$ cat src/rtl/ntt_pkg.sv
// Shared definitions for the streaming NTT datapath: SDF stage state encoding
// and the constant log2 helper used to size per-stage counters.
package ntt_pkg;

    typedef enum logic [1:0] {
        ST_FILL     = 2'd0,
        ST_COMPUTE  = 2'd1,
        ST_FILL_OUT = 2'd2,
        ST_DRAIN    = 2'd3
    } sdf_state_t;

    // Ceiling log2, evaluated at elaboration time for parameter derivation.
    function automatic int clog2(input int value);
        int result;
        result = 0;
        for (int i = 0; i < 31; i++) begin
            if ((1 << i) < value) begin
                result = i + 1;
            end
        end
        return result;
    endfunction

endpackage

$ cat src/rtl/mod_addsub_comb.sv
// Combinational modular adder/subtractor shared by every SDF butterfly stage.
// Operands are assumed already reduced below q.
module mod_addsub_comb #(
    parameter int LOGQ = 32
) (
    input  logic [LOGQ-1:0] a,
    input  logic [LOGQ-1:0] b,
    input  logic [LOGQ-1:0] q,
    output logic [LOGQ-1:0] sum_mod,
    output logic [LOGQ-1:0] diff_mod
);

    logic [LOGQ:0] sum_raw;
    logic [LOGQ:0] sum_red;
    logic [LOGQ:0] diff_raw;
    logic [LOGQ:0] diff_fix;

    always_comb begin
        // One extra bit keeps the carry of a+b and the sign of a-b.
        sum_raw  = {1'b0, a} + {1'b0, b};
        sum_red  = sum_raw - {1'b0, q};
        sum_mod  = (sum_raw >= {1'b0, q}) ? sum_red[LOGQ-1:0] : sum_raw[LOGQ-1:0];
        diff_raw = {1'b0, a} - {1'b0, b};
        diff_fix = diff_raw + {1'b0, q};
        diff_mod = diff_raw[LOGQ] ? diff_fix[LOGQ-1:0] : diff_raw[LOGQ-1:0];
    end

endmodule

$ cat src/rtl/sdf_dif_stage.sv
// Radix-2 DIF single-path delay-feedback butterfly stage: buffers half a block,
// emits sums while storing differences, then replays differences next block.
module sdf_dif_stage
    import ntt_pkg::*;
#(
    parameter int LOGQ = 32,
    parameter int D    = 8,
    parameter int LOGD = clog2(D)
) (
    input  logic            clk,
    input  logic            rst,
    input  logic [LOGQ-1:0] q,
    input  logic            in_valid,
    output logic            in_ready,
    input  logic [LOGQ-1:0] in_data,
    output logic            out_valid,
    output logic [LOGQ-1:0] out_data
);

    sdf_state_t      state_q, state_d;
    logic [LOGD-1:0] cnt_q, cnt_d;
    logic [LOGQ-1:0] dl_q [D];
    logic            out_valid_q, out_valid_d;
    logic [LOGQ-1:0] out_data_q, out_data_d;

    logic            step;
    logic [LOGQ-1:0] push_val;
    logic [LOGQ-1:0] head;
    logic [LOGQ-1:0] sum_mod;
    logic [LOGQ-1:0] diff_mod;
    logic            accept;
    logic            cnt_last;

    assign head     = dl_q[D-1];
    assign cnt_last = (cnt_q == LOGD'(D - 1));

    mod_addsub_comb #(.LOGQ(LOGQ)) u_addsub (
        .a        (head),
        .b        (in_data),
        .q        (q),
        .sum_mod  (sum_mod),
        .diff_mod (diff_mod)
    );

    always_comb begin
        state_d     = state_q;
        cnt_d       = cnt_q;
        step        = 1'b0;
        push_val    = in_data;
        out_valid_d = 1'b0;
        out_data_d  = out_data_q;
        in_ready    = (state_q != ST_DRAIN);
        accept      = in_valid && in_ready;

        // cnt wraps to zero naturally at the end of each half-block since D is a power of two.
        case (state_q)
            ST_FILL: begin
                if (accept) begin
                    step  = 1'b1;
                    cnt_d = cnt_q + LOGD'(1);
                    if (cnt_last) begin
                        state_d = ST_COMPUTE;
                    end
                end
            end
            ST_COMPUTE: begin
                if (accept) begin
                    step        = 1'b1;
                    push_val    = diff_mod;
                    out_valid_d = 1'b1;
                    out_data_d  = sum_mod;
                    cnt_d       = cnt_q + LOGD'(1);
                    if (cnt_last) begin
                        state_d = ST_FILL_OUT;
                    end
                end
            end
            ST_FILL_OUT: begin
                if (accept) begin
                    step        = 1'b1;
                    out_valid_d = 1'b1;
                    out_data_d  = head;
                    cnt_d       = cnt_q + LOGD'(1);
                    if (cnt_last) begin
                        state_d = ST_COMPUTE;
                    end
                end else if (cnt_q == '0) begin
                    // No next frame ready: flush the stored differences on our own.
                    state_d = ST_DRAIN;
                end
            end
            ST_DRAIN: begin
                step        = 1'b1;
                push_val    = '0;
                out_valid_d = 1'b1;
                out_data_d  = head;
                cnt_d       = cnt_q + LOGD'(1);
                if (cnt_last) begin
                    state_d = ST_FILL;
                end
            end
            default: begin
                state_d = ST_FILL;
            end
        endcase
    end

    always_ff @(posedge clk or posedge rst) begin
        if (rst) begin
            state_q     <= ST_FILL;
            cnt_q       <= '0;
            out_valid_q <= 1'b0;
            out_data_q  <= '0;
            for (int i = 0; i < D; i++) begin
                dl_q[i] <= '0;
            end
        end else begin
            state_q     <= state_d;
            cnt_q       <= cnt_d;
            out_valid_q <= out_valid_d;
            out_data_q  <= out_data_d;
            if (step) begin
                dl_q[0] <= push_val;
                for (int i = 1; i < D; i++) begin
                    dl_q[i] <= dl_q[i-1];
                end
            end
        end
    end

    assign out_valid = out_valid_q;
    assign out_data  = out_data_q;

endmodule

$ cat config.mk
export PLATFORM = sky130hd
export DESIGN_NAME = sdf_dif_stage
export DESIGN_NICKNAME = d
export VERILOG_FILES = /design/src/rtl/ntt_pkg.sv /design/src/rtl/mod_addsub_comb.sv /design/src/rtl/sdf_dif_stage.sv
export SDC_FILE = /design/constraint.sdc
export NUM_CORES = 1
export LEC_CHECK = 0
export CAP_MARGIN = 20
export CORE_ASPECT_RATIO = 1.75
export CORE_UTILIZATION = 50
export CTS_BUF_LIST = sky130_fd_sc_hd__clkbuf_8
export CTS_CLUSTER_DIAMETER = 200
export DETAILED_ROUTE_END_ITERATION = 7
export PLACE_DENSITY = 0.71
export SYNTH_ARGS = -nofsm -noshare
export SYNTH_HDL_FRONTEND = slang
export SYNTH_SLANG_ARGS = --single-unit
$ cat constraint.sdc
create_clock -name clk -period 23.9 [get_ports clk]
set_clock_uncertainty 0.15 [all_clocks]
set_input_delay 2.39 -clock clk [delete_from_list [all_inputs] [get_ports clk]]
set_output_delay 2.39 -clock clk [all_outputs]
set_load 0.05 [all_outputs]
==> impl_metrics.env, run 1 <==
export IMPL_rsz0062_at_grt="false"
export IMPL_hp_start="dl_q[185]"
export IMPL_cts_root_buf="clkbuf_8"
export IMPL_antenna_found_initial=1
export IMPL_endpoint_kind="flip-flop"
export IMPL_r2r_start="head[7]"
export IMPL_dieHeight_um=262
export IMPL_vias_per_cell=6.01
export IMPL_ys_flop_type="dfrtp_1"
export IMPL_finalHoldViolations=0
export IMPL_synth_edf_count=0
export IMPL_drt_iter0_markers=647
export IMPL_core_sq_um=37900
export IMPL_crit_required_ps=24240
export IMPL_port_buffers=100
export IMPL_post_route_period_util_pct=34.3
export IMPL_timing_rr_end="out_data[8]"
export IMPL_rrSetupSlack_ps=17600
export IMPL_synthCells=1916
export IMPL_overflow=0
export IMPL_clock_path_buffers=3
export IMPL_crit_type="input port to flip-flop"
export IMPL_slew_limit_headroom_pct=29.0
export IMPL_cp_max_fo=29
export IMPL_dp_hpwl_um=40300
export IMPL_first_pass_iters=5
export IMPL_wirelength_um=53000
export IMPL_fin_crit_ps=8190
export IMPL_cts_tree="yes"
export IMPL_vias=15000
export IMPL_cts_setup_buffers=0
export IMPL_clk_pin_slew_ps=70
export IMPL_numClockSinks=294
export IMPL_ant_nets=0
export IMPL_layout_nets=2200
export IMPL_place_ws_ps=15200
export IMPL_ios=101
export IMPL_synth_area_per_cell_sq_um=10.1
export IMPL_dp_cells=2421
export IMPL_fmax_ghz=0.122
export IMPL_ys_seq_area_share_pct=38.1
export IMPL_core_rowCount=94
export IMPL_stdcell_count=2502
export IMPL_grt_use_total_pct=27.5
export IMPL_postCtsHoldBufs=0
export IMPL_worst_pin_slew_ps=1060
export IMPL_grt_pass1_wl_um=83000
export IMPL_fin_ws_ps=15710
export IMPL_setup_viol=0
export IMPL_worst_ep_arrival_time_ps=8540
export IMPL_synth_distinct_cells=91
export IMPL_cts_resized=0
export IMPL_ys_ff_latch=294
export IMPL_drc_errors=0
export IMPL_die_area_sq_um=39400
export IMPL_maxCapViolCount=0
export IMPL_clk_latency_ps=610
export IMPL_die_x_um=151
export IMPL_timing_hold_ws_ps=346
export IMPL_yosys_warnings=0
export IMPL_floorplan_initialDensity_pct=51.0
export IMPL_cts_max_level=2
export IMPL_hp_class="flip-flop to flip-flop"
export IMPL_cts_buffers=45
export IMPL_reg2reg_depth=22
export IMPL_netlist_area_sq_um=19300
export IMPL_fin_setup_tns_ps=0
export IMPL_maxSlewViolCount=0
export IMPL_syn_num_nets=2127
export IMPL_critPathLaunchType="input port"
export IMPL_drive_gt1_share_pct=17.5
export IMPL_wire_per_inst_um=21.2
export IMPL_async_reset_ff_share_pct=100
export IMPL_grt_max_degree=140
export IMPL_area_growth_pct=11.8
export IMPL_grt_pass1_vias=15600
export IMPL_gp_congestion=0.928
export IMPL_min_path_cells=1
export IMPL_status="completed"
export IMPL_worstHoldEndpoint="dl_q[153]"
## flip-flops by register name, indices dropped and copies added, names as in the netlist
| register | count |
|---|---|
| cnt_q | 3 |
| dl_q | 224 |
| head | 32 |
| out_data | 32 |
| out_valid | 1 |
| state_q | 2 |
## cells in the mapped netlist, drive strengths merged (10+ instances only)
| library cell | n | area [sq um] |
|---|---|---|
| a211oi | 15 | 133 |
| ha | 140 | 1750 |
| and3 | 14 | 92.6 |
| o21ai | 115 | 587 |
| inv | 122 | 458 |
| nand2b | 12 | 75.1 |
| nor2 | 106 | 398 |
| a21o | 61 | 458 |
| buf | 26 | 205 |
| nand3 | 30 | 160 |
| or3 | 10 | 62.6 |
| xor2 | 21 | 184 |
| nand2 | 78 | 293 |
| o211ai | 16 | 134 |
| a21oi | 163 | 827 |
| nor3 | 32 | 181 |
| mux2i | 49 | 490 |
| a21boi | 10 | 78.8 |
| a22oi | 25 | 188 |
| a31oi | 18 | 113 |
| nor2b | 23 | 144 |
| xnor2 | 85 | 744 |
| o21a | 13 | 105 |
| dfrtp | 294 | 7360 |
| o31ai | 15 | 136 |
| clkbuf | 62 | 234 |
| nand4 | 16 | 100 |
| mux2 | 226 | 2540 |
| o21bai | 22 | 165 |
## per-layer routing
metal | part of all wire (%) | track usage [%]
met4 | 8.7 | 22.7
met2 | 50 | 48.3
met3 | 4.4 | 3.51
met1 | 37 | 29.2
met5 | 0 | 0
## kinds of logic after synthesis
| family | synth area share [%] |
|---|---|
| muxes | 15.7 |
| adders and majority gates | 9.49 |
| DFF | 38.1 |
| AOI/OAI and AO/OA | 18.2 |
| and+or+nand+nor | 9.05 |
| buffers and inverters | 4.67 |
| xor gates and xnor gates | 4.81 |
## how the worst max path moves through the flow
stage | cells after the start | from | slack, ps | end
global placement | 24 | in_data[1] | 15430 | out_data[16]
detailed placement | 24 | in_data[1] | 15200 | out_data[8]
floorplan | 1 | rst | 13240 | cnt_q[0]
finish | 24 | in_data[11] | 15710 | out_data[8]
CTS | 24 | in_data[1] | 15820 | out_data[8]
global route | 24 | in_data[1] | 15410 | out_data[8]
## final cells by class
type	instances	area, sq um
inverters	123	469
multi-input cells	1411	11100
fillers	3318	16300
well taps	480	601
clock inverters	22	176
repair buffers	114	1130
flip-flops and latches	294	7360
clock buffers	57	785
diodes	1	2.50
## layout by cell type, fill, tap and decap left out, drive strengths merged, types with 32 or more instances in the layout
cell type / instances
mux2i: 49
nor3: 32
clkbuf: 57
a21oi: 163
xnor2: 85
mux2: 226
dfrtp: 294
o21ai: 115
clkdlybuf4s50: 100
nor2: 106
a21o: 61
inv: 133
ha: 140
nand2: 78
## metrics by stage
step           util (%)  area, sq um
5_1_grt            57.0        21600
6_report           57.0        21600
4_1_cts            56.9        21500
2_1_floorplan         -        19300
3_5_place_dp       54.4        20600
3_3_place_gp       54.4        20600
## critical path: stages
cell             delay (ps)
clkdlybuf4s50_1         540
inv_1                    60
ha_1                    460
nor3_2                  350
nand2_1                 150
a21oi_1                 310
nor3_4                  110
o21ai_0                 160
a21oi_1                 130
o211ai_1                300
mux2_2                  390
or2_2                   300
ha_1                    360
and3_1                  210
nand2_1                 100
nor4_1                  510
a21oi_1                 180
o31ai_1                 150
o31ai_4                 140
o211ai_4                220
buf_4                   480
mux2i_1                 270
a21oi_1                  90
a21o_1                  170
Power of run 1 is left out: the tool's default activity adds up to more than one toggle a clock period on the data nets, which glitch-free logic cannot reach.
==> run 2: changes to the inputs <==
- clock period: 23.9 -> 7.7 ns (I/O delays scaled with it)
==> run 2 against run 1 <==
Against the previous run: register-to-register slack worse by 16000 ps; final area down 0.24%; cell count down 0.12%.
==> impl_metrics.env, run 2 (synthesized netlist as in run 1, its figures left out) <==
export IMPL_clock_path_buffers=3
export IMPL_wire_per_inst_um=21.0
export IMPL_rsz0062_at_grt="false"
export IMPL_crit_required_ps=8040
export IMPL_postCtsHoldBufs=0
export IMPL_wirelength_um=52400
export IMPL_fin_ws_ps=1130
export IMPL_maxCapViolCount=0
export IMPL_worstSetupEndpoint="out_data[31]"
export IMPL_cts_setup_buffers=0
export IMPL_endpoint_kind="flip-flop"
export IMPL_rrSetupSlack_ps=1370
export IMPL_timing_rr_end="out_data[31]"
export IMPL_startpoint="in_data[3]"
export IMPL_fin_crit_ps=6570
export IMPL_layout_commonest_cell="dfrtp_1"
export IMPL_crit_type="input port to flip-flop"
export IMPL_final_cell_mix="dfrtp_1 (294), mux2_2 (226), a21oi_1 (160)"
export IMPL_ant_nets=0
export IMPL_grt_use_total_pct=27.5
export IMPL_die_x_um=151
export IMPL_reg2reg_depth=21
export IMPL_dp_cells=2424
export IMPL_vias_per_cell=6.00
export IMPL_largest_register="dl_q"
export IMPL_layout_nets=2203
export IMPL_largest_register_ffs=224
export IMPL_cts_buffers=46
export IMPL_drive_gt1_share_pct=17.4
export IMPL_dieHeight_um=262
export IMPL_fmax_ghz=0.152
export IMPL_cts_resized=0
export IMPL_critPathLaunchType="input port"
export IMPL_finalHoldViolations=0
export IMPL_drc_errors=0
export IMPL_setup_viol=0
export IMPL_cp_max_fo=28
export IMPL_first_pass_iters=7
export IMPL_ios=101
export IMPL_numClockSinks=294
export IMPL_clk_latency_ps=620
export IMPL_fin_setup_tns_ps=0
export IMPL_gp_congestion=0.967
export IMPL_core_rowCount=94
export IMPL_die_area_sq_um=39400
export IMPL_port_buffers=100
export IMPL_dp_hpwl_um=40300
export IMPL_core_sq_um=37900
export IMPL_grt_max_degree=170
export IMPL_grt_pass1_vias=15700
export IMPL_r2r_start="head[6]"
export IMPL_cts_max_level=2
export IMPL_overflow=0
export IMPL_status="completed"
export IMPL_cts_root_buf="clkbuf_8"
export IMPL_place_ws_ps=668
export IMPL_drt_iter0_markers=742
export IMPL_worst_pin_slew_ps=1080
export IMPL_vias=15000
export IMPL_slew_limit_headroom_pct=27.7
export IMPL_hp_class="flip-flop to flip-flop"
export IMPL_post_route_period_util_pct=85.3
export IMPL_stdcell_count=2499
export IMPL_grt_pass1_wl_um=82800
export IMPL_clk_pin_slew_ps=90
export IMPL_area_growth_pct=11.5
export IMPL_cts_tree="yes"
export IMPL_maxSlewViolCount=0
export IMPL_worst_ep_arrival_time_ps=6910
export IMPL_antenna_found_initial=1
export IMPL_floorplan_initialDensity_pct=51.0
==> run 2: how the worst min path moves through the flow <==
stage | startpoint | end | cells after the start
floorplan | dl_q[32] | head[0] | 2
global placement | out_data[23] | out_data[23] | 2
detailed placement | out_data[23] | out_data[23] | 2
CTS | dl_q[56] | head[24] | 1
global route | dl_q[56] | head[24] | 1
finish | dl_q[56] | head[24] | 1
==> run 2: layout make-up <==
type	instances	area, sq um
antenna	1	2.50
clock buffer	54	743
clock inverter	20	163
fill	3351	16300
inverter	123	465
multi-input combinational	1411	11100
sequential	294	7360
tap	480	601
timing repair buffer	116	1130
==> run 2: layer usage <==
| metal | track usage [%] | vias up | routed length (um) |
|---|---|---|---|
| li1 | - | 7035 | - |
| met1 | 28.4 | 7337 | 19000 |
| met2 | 48.7 | 412 | 26400 |
| met3 | 3.54 | 210 | 2140 |
| met4 | 23.8 | 0 | 4920 |
| met5 | 0 | - | 0 |
==> run 2: through the flow <==
| stage | hold slack (ps) | utilization, % | area [sq um] |
|---|---|---|---|
| floorplan | 296 | - | 19300 |
| global placement | 316 | 54.4 | 20600 |
| detailed placement | 330 | 54.4 | 20600 |
| CTS | 323 | 56.8 | 21500 |
| global route | 354 | 56.8 | 21500 |
| finish | 307 | 56.8 | 21500 |
==> run 2: worst max-delay path: stages <==
cell             delay [ps]
clkdlybuf4s50_1         570
inv_1                    70
ha_1                    400
inv_1                   180
o311ai_1                120
buf_4                   170
a211oi_1                410
o31ai_1                 210
a21oi_2                 250
a21boi_2                140
o41ai_4                 340
xnor2_1                 190
ha_1                    420
and4_1                  300
nand4_1                 240
nor4_1                  490
a21oi_1                 160
o31ai_1                 160
o31ai_4                 140
o211ai_4                460
buf_4                   310
nor3_1                   80
a221oi_2                240
nand2_1                  70
Power of run 2 is left out for the same reason.
